## src/rtl/pc_sequencer.sv

```systemverilog
// Program-counter sequencer: selects the next fetch PC from sequential, branch,
// register-indirect and return-address-stack sources, with a circular return stack.
module pc_sequencer #(
    parameter int              PC_W      = 16,
    parameter int              COND_W    = 8,
    parameter int              UNCOND_W  = 11,
    parameter int              RAS_DEPTH = 4,
    parameter logic [PC_W-1:0] RESET_PC  = '0
) (
    input  logic                         clk,
    input  logic                         reset,
    input  logic                         stall,
    input  logic [1:0]                   branch_type,
    input  logic                         br_taken,
    input  logic [COND_W-1:0]            cond_offset,
    input  logic [UNCOND_W-1:0]          uncond_offset,
    input  logic [PC_W-1:0]              reg_target,
    input  logic                         call,
    input  logic                         ret,
    output logic [PC_W-1:0]              pc_out,
    output logic [PC_W-1:0]              link_pc,
    output logic                         redirect,
    output logic [$clog2(RAS_DEPTH):0]   ras_count,
    output logic                         ras_overflow,
    output logic                         ras_underflow
);

    localparam int              PTR_W = $clog2(RAS_DEPTH);
    localparam int              CNT_W = PTR_W + 1;
    localparam logic [CNT_W-1:0] FULL = CNT_W'(RAS_DEPTH);

    logic [PC_W-1:0]          pc_q, pc_d;
    logic [PC_W-1:0]          ras_q [RAS_DEPTH];
    logic [PTR_W-1:0]         sp_q, sp_d;
    logic [CNT_W-1:0]         cnt_q, cnt_d;
    logic                     ovf_q, ovf_d;
    logic                     unf_q, unf_d;
    logic                     ras_we;
    logic [PTR_W-1:0]         ras_waddr;
    logic [PTR_W-1:0]         top_idx;
    logic                     pop_ok;
    logic [PC_W-1:0]          seq_pc;
    logic signed [PC_W-1:0]   cond_ext;
    logic signed [PC_W-1:0]   uncond_ext;

    assign link_pc    = pc_q + PC_W'(1);
    assign cond_ext   = PC_W'(signed'(cond_offset));
    assign uncond_ext = PC_W'(signed'(uncond_offset));
    // sp_q points at the next free slot, so the top of stack sits one below it
    assign top_idx    = sp_q - PTR_W'(1);
    assign pop_ok     = ret && (cnt_q != '0);

    always_comb begin
        seq_pc = link_pc;
        case (branch_type)
            2'b11:   seq_pc = reg_target;
            2'b10:   seq_pc = pc_q + $unsigned(uncond_ext);
            2'b01:   seq_pc = br_taken ? (pc_q + $unsigned(cond_ext)) : link_pc;
            default: seq_pc = link_pc;
        endcase
        pc_d = pop_ok ? ras_q[top_idx] : seq_pc;
    end

    always_comb begin
        sp_d      = sp_q;
        cnt_d     = cnt_q;
        ovf_d     = 1'b0;
        unf_d     = 1'b0;
        ras_we    = 1'b0;
        ras_waddr = sp_q;
        if (pop_ok && call) begin
            // Call and return together: the popped top is replaced in place by the new link.
            ras_we    = 1'b1;
            ras_waddr = top_idx;
        end else if (pop_ok) begin
            sp_d  = top_idx;
            cnt_d = cnt_q - CNT_W'(1);
        end else begin
            unf_d = ret;
            if (call) begin
                ras_we = 1'b1;
                sp_d   = sp_q + PTR_W'(1);
                // A full stack wraps onto its oldest entry and keeps its count.
                if (cnt_q == FULL) begin
                    ovf_d = 1'b1;
                end else begin
                    cnt_d = cnt_q + CNT_W'(1);
                end
            end
        end
    end

    always_ff @(posedge clk) begin
        if (reset) begin
            pc_q  <= RESET_PC;
            sp_q  <= '0;
            cnt_q <= '0;
            ovf_q <= 1'b0;
            unf_q <= 1'b0;
        end else if (stall) begin
            ovf_q <= 1'b0;
            unf_q <= 1'b0;
        end else begin
            pc_q  <= pc_d;
            sp_q  <= sp_d;
            cnt_q <= cnt_d;
            ovf_q <= ovf_d;
            unf_q <= unf_d;
        end
    end

    always_ff @(posedge clk) begin
        if (!reset && !stall && ras_we) begin
            ras_q[ras_waddr] <= link_pc;
        end
    end

    assign pc_out        = pc_q;
    assign ras_count     = cnt_q;
    assign ras_overflow  = ovf_q;
    assign ras_underflow = unf_q;
    assign redirect      = !stall && (pc_d != link_pc);

endmodule

```

## config.mk

```make
export PLATFORM = sky130hd
export DESIGN_NAME = pc_sequencer
export DESIGN_NICKNAME = d
export VERILOG_FILES = /design/src/rtl/pc_sequencer.sv
export SDC_FILE = /design/constraint.sdc
export NUM_CORES = 1
export LEC_CHECK = 0
export CORE_AREA = 2 2 117 96
export CTS_BUF_LIST = sky130_fd_sc_hd__clkbuf_16
export DETAILED_ROUTE_END_ITERATION = 10
export DIE_AREA = 0 0 119 98
export HOLD_SLACK_MARGIN = 0.02
export PLACE_DENSITY = 0.85
export RECOVER_POWER = 100
export REMOVE_ABC_BUFFERS = 1
export SLEW_MARGIN = 20
export SYNTH_ARGS = -nofsm -noshare
export SYNTH_HDL_FRONTEND = slang
export SYNTH_SLANG_ARGS = --single-unit
```

## constraint.sdc

```tcl
create_clock -name clk -period 12.55 [get_ports clk]
set_input_delay 2.51 -clock clk [delete_from_list [all_inputs] [get_ports clk]]
set_output_delay 2.51 -clock clk [all_outputs]
set_load 0.005 [all_outputs]
```

-- After elaboration in Yosys (flattened, before gate mapping)
Memory sizes are Yosys's and may differ from the RTL's.
Cells that the tools add are included.
- output and inout port bits: 38
- memory bits (writable): 64
- logic and storage cells: 50
- bits of input ports: 43
- memories: 1
- register bits: 23
- memories (name ; depth ; bits a word ; read ports ; clocked after Yosys merged registers in ; wr ports ; RTL line ; RTL):
    ras_q ; 4 ; 16 ; 1 ; 0 ; 1 ; 33 ; logic [PC_W-1:0] ras_q [RAS_DEPTH];
- reduce and logical (&&, ||, !) cells: 13
- bitwise gates (word level): 3
- $add $sub $neg: 7
- mux-type cells: 15
- equal/unequal tests: 6
- operators by type and width (operator ; number):
    $pmux 16 s3 ; 1
    $add 16x16->16 ; 2
    $mux 16 ; 2
    $add 16x1->16 const B ; 1
    $ne 16x16->1 ; 1
    $mux 3 ; 3
    $mux 1 ; 6
    $mux 2 ; 3
    $logic_and 1x1->1 ; 5
    $reduce_or 5->1 ; 1
    $eq 2x2->1 const B ; 2
    $reduce_and 4->1 ; 1
    $reduce_or 4->1 ; 1
    $add 3x1->3 const B ; 1
    $eq 3x3->1 const B ; 1
    $not 1->1 ; 3
    $reduce_and 3->1 ; 1
    $reduce_bool 3->1 ; 1
    $sub 3x1->3 const B ; 1
    $add 2x1->2 const B ; 1
    $eq 2x1->1 const B ; 1
    $logic_not 1->1 ; 2
    $ne 2x2->1 const B ; 1
    $reduce_bool 2->1 ; 1
    $sub 2x1->2 const B ; 1

-- Depth between registers and ports, before layout
- depth after elaboration: 7
- gate-level depth with buffers: 13
- mapped depth without buffers: 13

-- Least setup slack after synthesis
OpenSTA, ideal clock, no wires.
- kind: input to output
- start: input port cond_offset[0]
- end: output port redirect
- buffers on the path: 0
- data required time: 10.040 ns
- path slack: 4.865 ns
- arrival: 5.175 ns
- stages: 13
- cells stage by stage: ha_1 > inv_1 > fa_1 > nor2b_1 > nor2_1 > a221oi_1 > a2bb2oi_1 > nor2_1 > nor4b_2 > o2111ai_1 > or4b_1 > nor4b_2 > a31oi_1
- word-level cells in the longest chain between the ends: 6
- RTL lines (what ; RTL line ; RTL):
    start, declared ; 15 ; input logic [COND_W-1:0] cond_offset,
    $add 16x16->16 ; 58 ; 2'b01: seq_pc = br_taken ? (pc_q + $unsigned(cond_ext)) : link_pc;
    $mux 16 ; 58 ;
    $pmux 16 s3 ; 55 ; case (branch_type)
    $mux 16 ; 61 ; pc_d = pop_ok ? ras_q[top_idx] : seq_pc;
    $ne 16x16->1 ; 122 ; assign redirect = !stall && (pc_d != link_pc);
    $logic_and 1x1->1 ; 122 ;
    end, declared ; 22 ; output logic redirect,
No other way between the ends.

-- Worst setup path in the final report
- start: input port ret
- end: output port redirect
- word-level cells in the longest chain between the ends: 4
- RTL lines (what ; RTL line ; RTL):
    start, declared ; 19 ; input logic ret,
    $logic_and 1x1->1 ; 51 ; assign pop_ok = ret && (cnt_q != '0);
    $mux 16 ; 61 ;
    $ne 16x16->1 ; 122 ;
    $logic_and 1x1->1 ; 122 ;
No other way between the ends.

==> impl_metrics.csv <==
group,metric,value,unit
placement,post-place-ws,3.45,ns
synth,ys_top_cells_by_area,"edfxtp_1, dfxtp_1, ha_1",
timing,hold_slack,0.534,ns
timing,slew_headroom,-0.126,
clock_network,cts_resized,0,
timing,fmax,94.8,MHz
synth,synth_common_cells,"nor2_1, edfxtp_1, nand2_1, a21oi_1, ha_1",
clock_network,cts.reportedPaths.clkPinSlew,0.06,ns
synth,ys_ff_latch,87,
cells_and_area,area_growth,18.6,%
timing,finalSetupTns,0,ns
clock_network,cts_root_buf,"clkbuf_16",
detailed_routing,vias,5860,
clock_network,clockBufferDepth,2,
timing,final.min_clock_period,10.55,ns
die,die_h,98,um
timing,drv_slew,17,
setup_path,path_class,"in -> out",
setup_path,cp.required,10.04,ns
synth,synth_edf_count,64,
worst_hold_path,hold_path_class,"reg -> reg",
clock_network,htree_levels,3,
timing,skew,0.00497,ns
timing,rsz0062_at_grt,"no",
clock_network,clkLatencyLatePin,0.35,ns
global_route,grt_antenna_before_repair,0,
die,initial_core_util,0.595,
detailed_routing,vias_per_cell,6.72,
die,ios,81,
die,core_region_area,0.0106,mm^2
setup_path,r2r_cells,6,
detailed_routing,drc,0,
synth,synth_cell_type_count,74,
global_route,grt.total_usage,0.340,
power_and_ir_drop,vdd_ir_drop_max,0.112,mV
global_route,grt_overflow_total,0,
flow_run,cap_violations,1,
synth,syn_avg_cell_area,9.66,um^2
clock_network,numCtsBuffers,9,
setup_path,cp-end-kind,"output port",
placement,routabilityCongestion,1.00,
clock_network,cts_tree,"built",
detailed_routing,final_antenna_net_count,0,
detailed_routing,routed_wl,19400,um
die,die-area,0.0117,mm^2
timing,tightest_slew,1.68,ns
die,die_width,119,um
timing,finalSetupViolations,0,
synth,syn_area,0.00631,mm^2
synth,yosysMostFrequentCell,"nor2_1",
detailed_routing,drtIter0Drc,798,
detailed_routing,firstDrtPassIters,6,
global_route,grt_max_degree,34,
clock_network,post_cts_buffers,0,
power_and_ir_drop,p_per_area,126,mW/mm^2
setup_path,cp_max_fo,30,
setup_path,slowest_stage,"inv_1",
global_route,grt_pass1_vias,5632,
synth,synth_top_area_frac,0.305,
clock_network,hold_buffers,0,
run_status,status,"complete, but fails checks",
setup_path,cp_cell_sequence,"dlygate4sd3_1 -> o31a_1 -> clkbuf_1 -> inv_1 -> o21ai_0 -> or4_1 -> o211ai_1 -> a311oi_1 -> nand4_1 -> or4b_1 -> nor4b_1 -> a31oi_1 -> clkdlybuf4s50_1",
synth,ys.flop_type,"edfxtp_1",
setup_path,worstPathArrival,8.04,ns
cells_and_area,num_antenna_cells,0,
cells_and_area,drive_gt1_frac,0.0618,
synth,syn_inst,653,
synth,synth_warnings,0,
setup_path,cp_slowest_stage_delay,0.87,ns
worst_hold_path,min_path_cells,1,
placement,dp_hpwl,14200,um
setup_path,start_kind,"input port",
global_route,grt_pass1_wl,30500,um
detailed_routing,wl_per_cell,22.3,um
timing,worst_slack,2.00,ns
synth,ys_seq_area_frac,0.378,
synth,synth_top_cell_by_area,"edfxtp_1",
timing,min_period_over_period,0.841,
placement,port_buffers,80,
synth,async_flop_share,0,
run_status,violations,"capacitance limit, slew limit",
die,rows,34,
clock_network,cts_sinks,87,
power_and_ir_drop,p_leak,0.00278,uW
cells_and_area,nNetsFinal,800,
timing,hold_viol,0,
## worst paths after layout
kind / from / endpoint / slack [ns]
worst max-delay path: ret / redirect / 2.00
worst min-delay path: ras_count[2] / ras_underflow / 0.53
worst max register to register: ras_count[0] / ras_q[0][3] / 7.98
worst min register to register: ras_count[2] / ras_underflow / 0.53
## power by group
part           switching (uW)  internal (uW)  leakage, uW
clock network             111            174     0.000148
registers                19.0            326     0.000779
logic                     182            132      0.00185
## kinds of logic (layout without fill, tap and decap cells)
logic type / after synthesis / in the layout / synth area share
XOR/XNOR: 43 / 43 / 0.0621
adder cells (fa/ha/maj): 34 / 34 / 0.0710
flip-flops: 87 / 87 / 0.378
AND/OR/NAND/NOR: 228 / 228 / 0.178
buffers and inverters: 52 / 127 / 0.0365
multiplexers: 29 / 29 / 0.0800
AO/OA/AOI/OAI: 180 / 180 / 0.195
## stage by stage
step                      power (uW)  cells  cell area (um^2)  utilization
after global routing             984    872              7480        0.706
after detailed placement         661    856              7220        0.681
after floorplan                  544    623              6160            -
after CTS                        947    872              7540        0.712
after global placement           654    856              7220        0.681
final                            945    872              7480        0.706
## layout make-up
type	instances	area, um^2
clock buffers	9	225
clock inverters	7	96.3
flip-flops and latches	87	2380
fillers	814	3110
inverters	22	82.6
well taps	144	180
multi-input cells	514	3660
repair buffers	89	853
## layout by cell type (no fill, tap or decap), types with 4 or more instances in the layout
cell	n
or4_1	5
a221oi_1	6
a31oi_1	12
nand2_1	55
xor2_1	16
nand2b_1	9
a311oi_1	4
xnor2_1	27
o22ai_1	5
clkbuf_16	9
nor4_1	4
o21ai_0	24
nand3b_1	5
inv_1	21
and3_1	6
a21oi_1	50
or3_1	7
clkdlybuf4s50_1	38
edfxtp_1	64
nor2_1	73
a2111oi_0	4
dlygate4sd3_1	42
o2111ai_1	4
mux2i_1	11
o21a_1	7
ha_1	31
buf_4	5
nand3_1	15
clkbuf_1	4
nor3_1	21
a21o_1	12
a211oi_1	7
dfxtp_1	23
o31ai_1	4
mux4_2	13
o211ai_1	10
nand4_1	7
o311ai_0	5
## per-layer routing
metal | GRT usage | up-vias | wire (um)
met3 | 0.0870 | 69 | 2000
met4 | 0.114 | 0 | 610
met5 | 0 | - | 0
met2 | 0.519 | 376 | 8680
li1 | - | 2637 | -
met1 | 0.477 | 2778 | 8130
## registers in the layout (all words and copies together), names as in the netlist
| signal | cells |
|---|---|
| ras_underflow | 1 |
| ras_overflow | 1 |
| ras_count | 3 |
| pc_out | 16 |
| sp_q | 2 |
| ras_q | 64 |
## worst max-delay path, delay by kind of cell
kind / cells / cell delay [ns]
and+or+nand+nor: 4 / 1.24
AOI/OAI and AO/OA: 5 / 1.50
buffers and inverters: 4 / 2.77
Note: power is estimated with default switching activity, not from simulation.
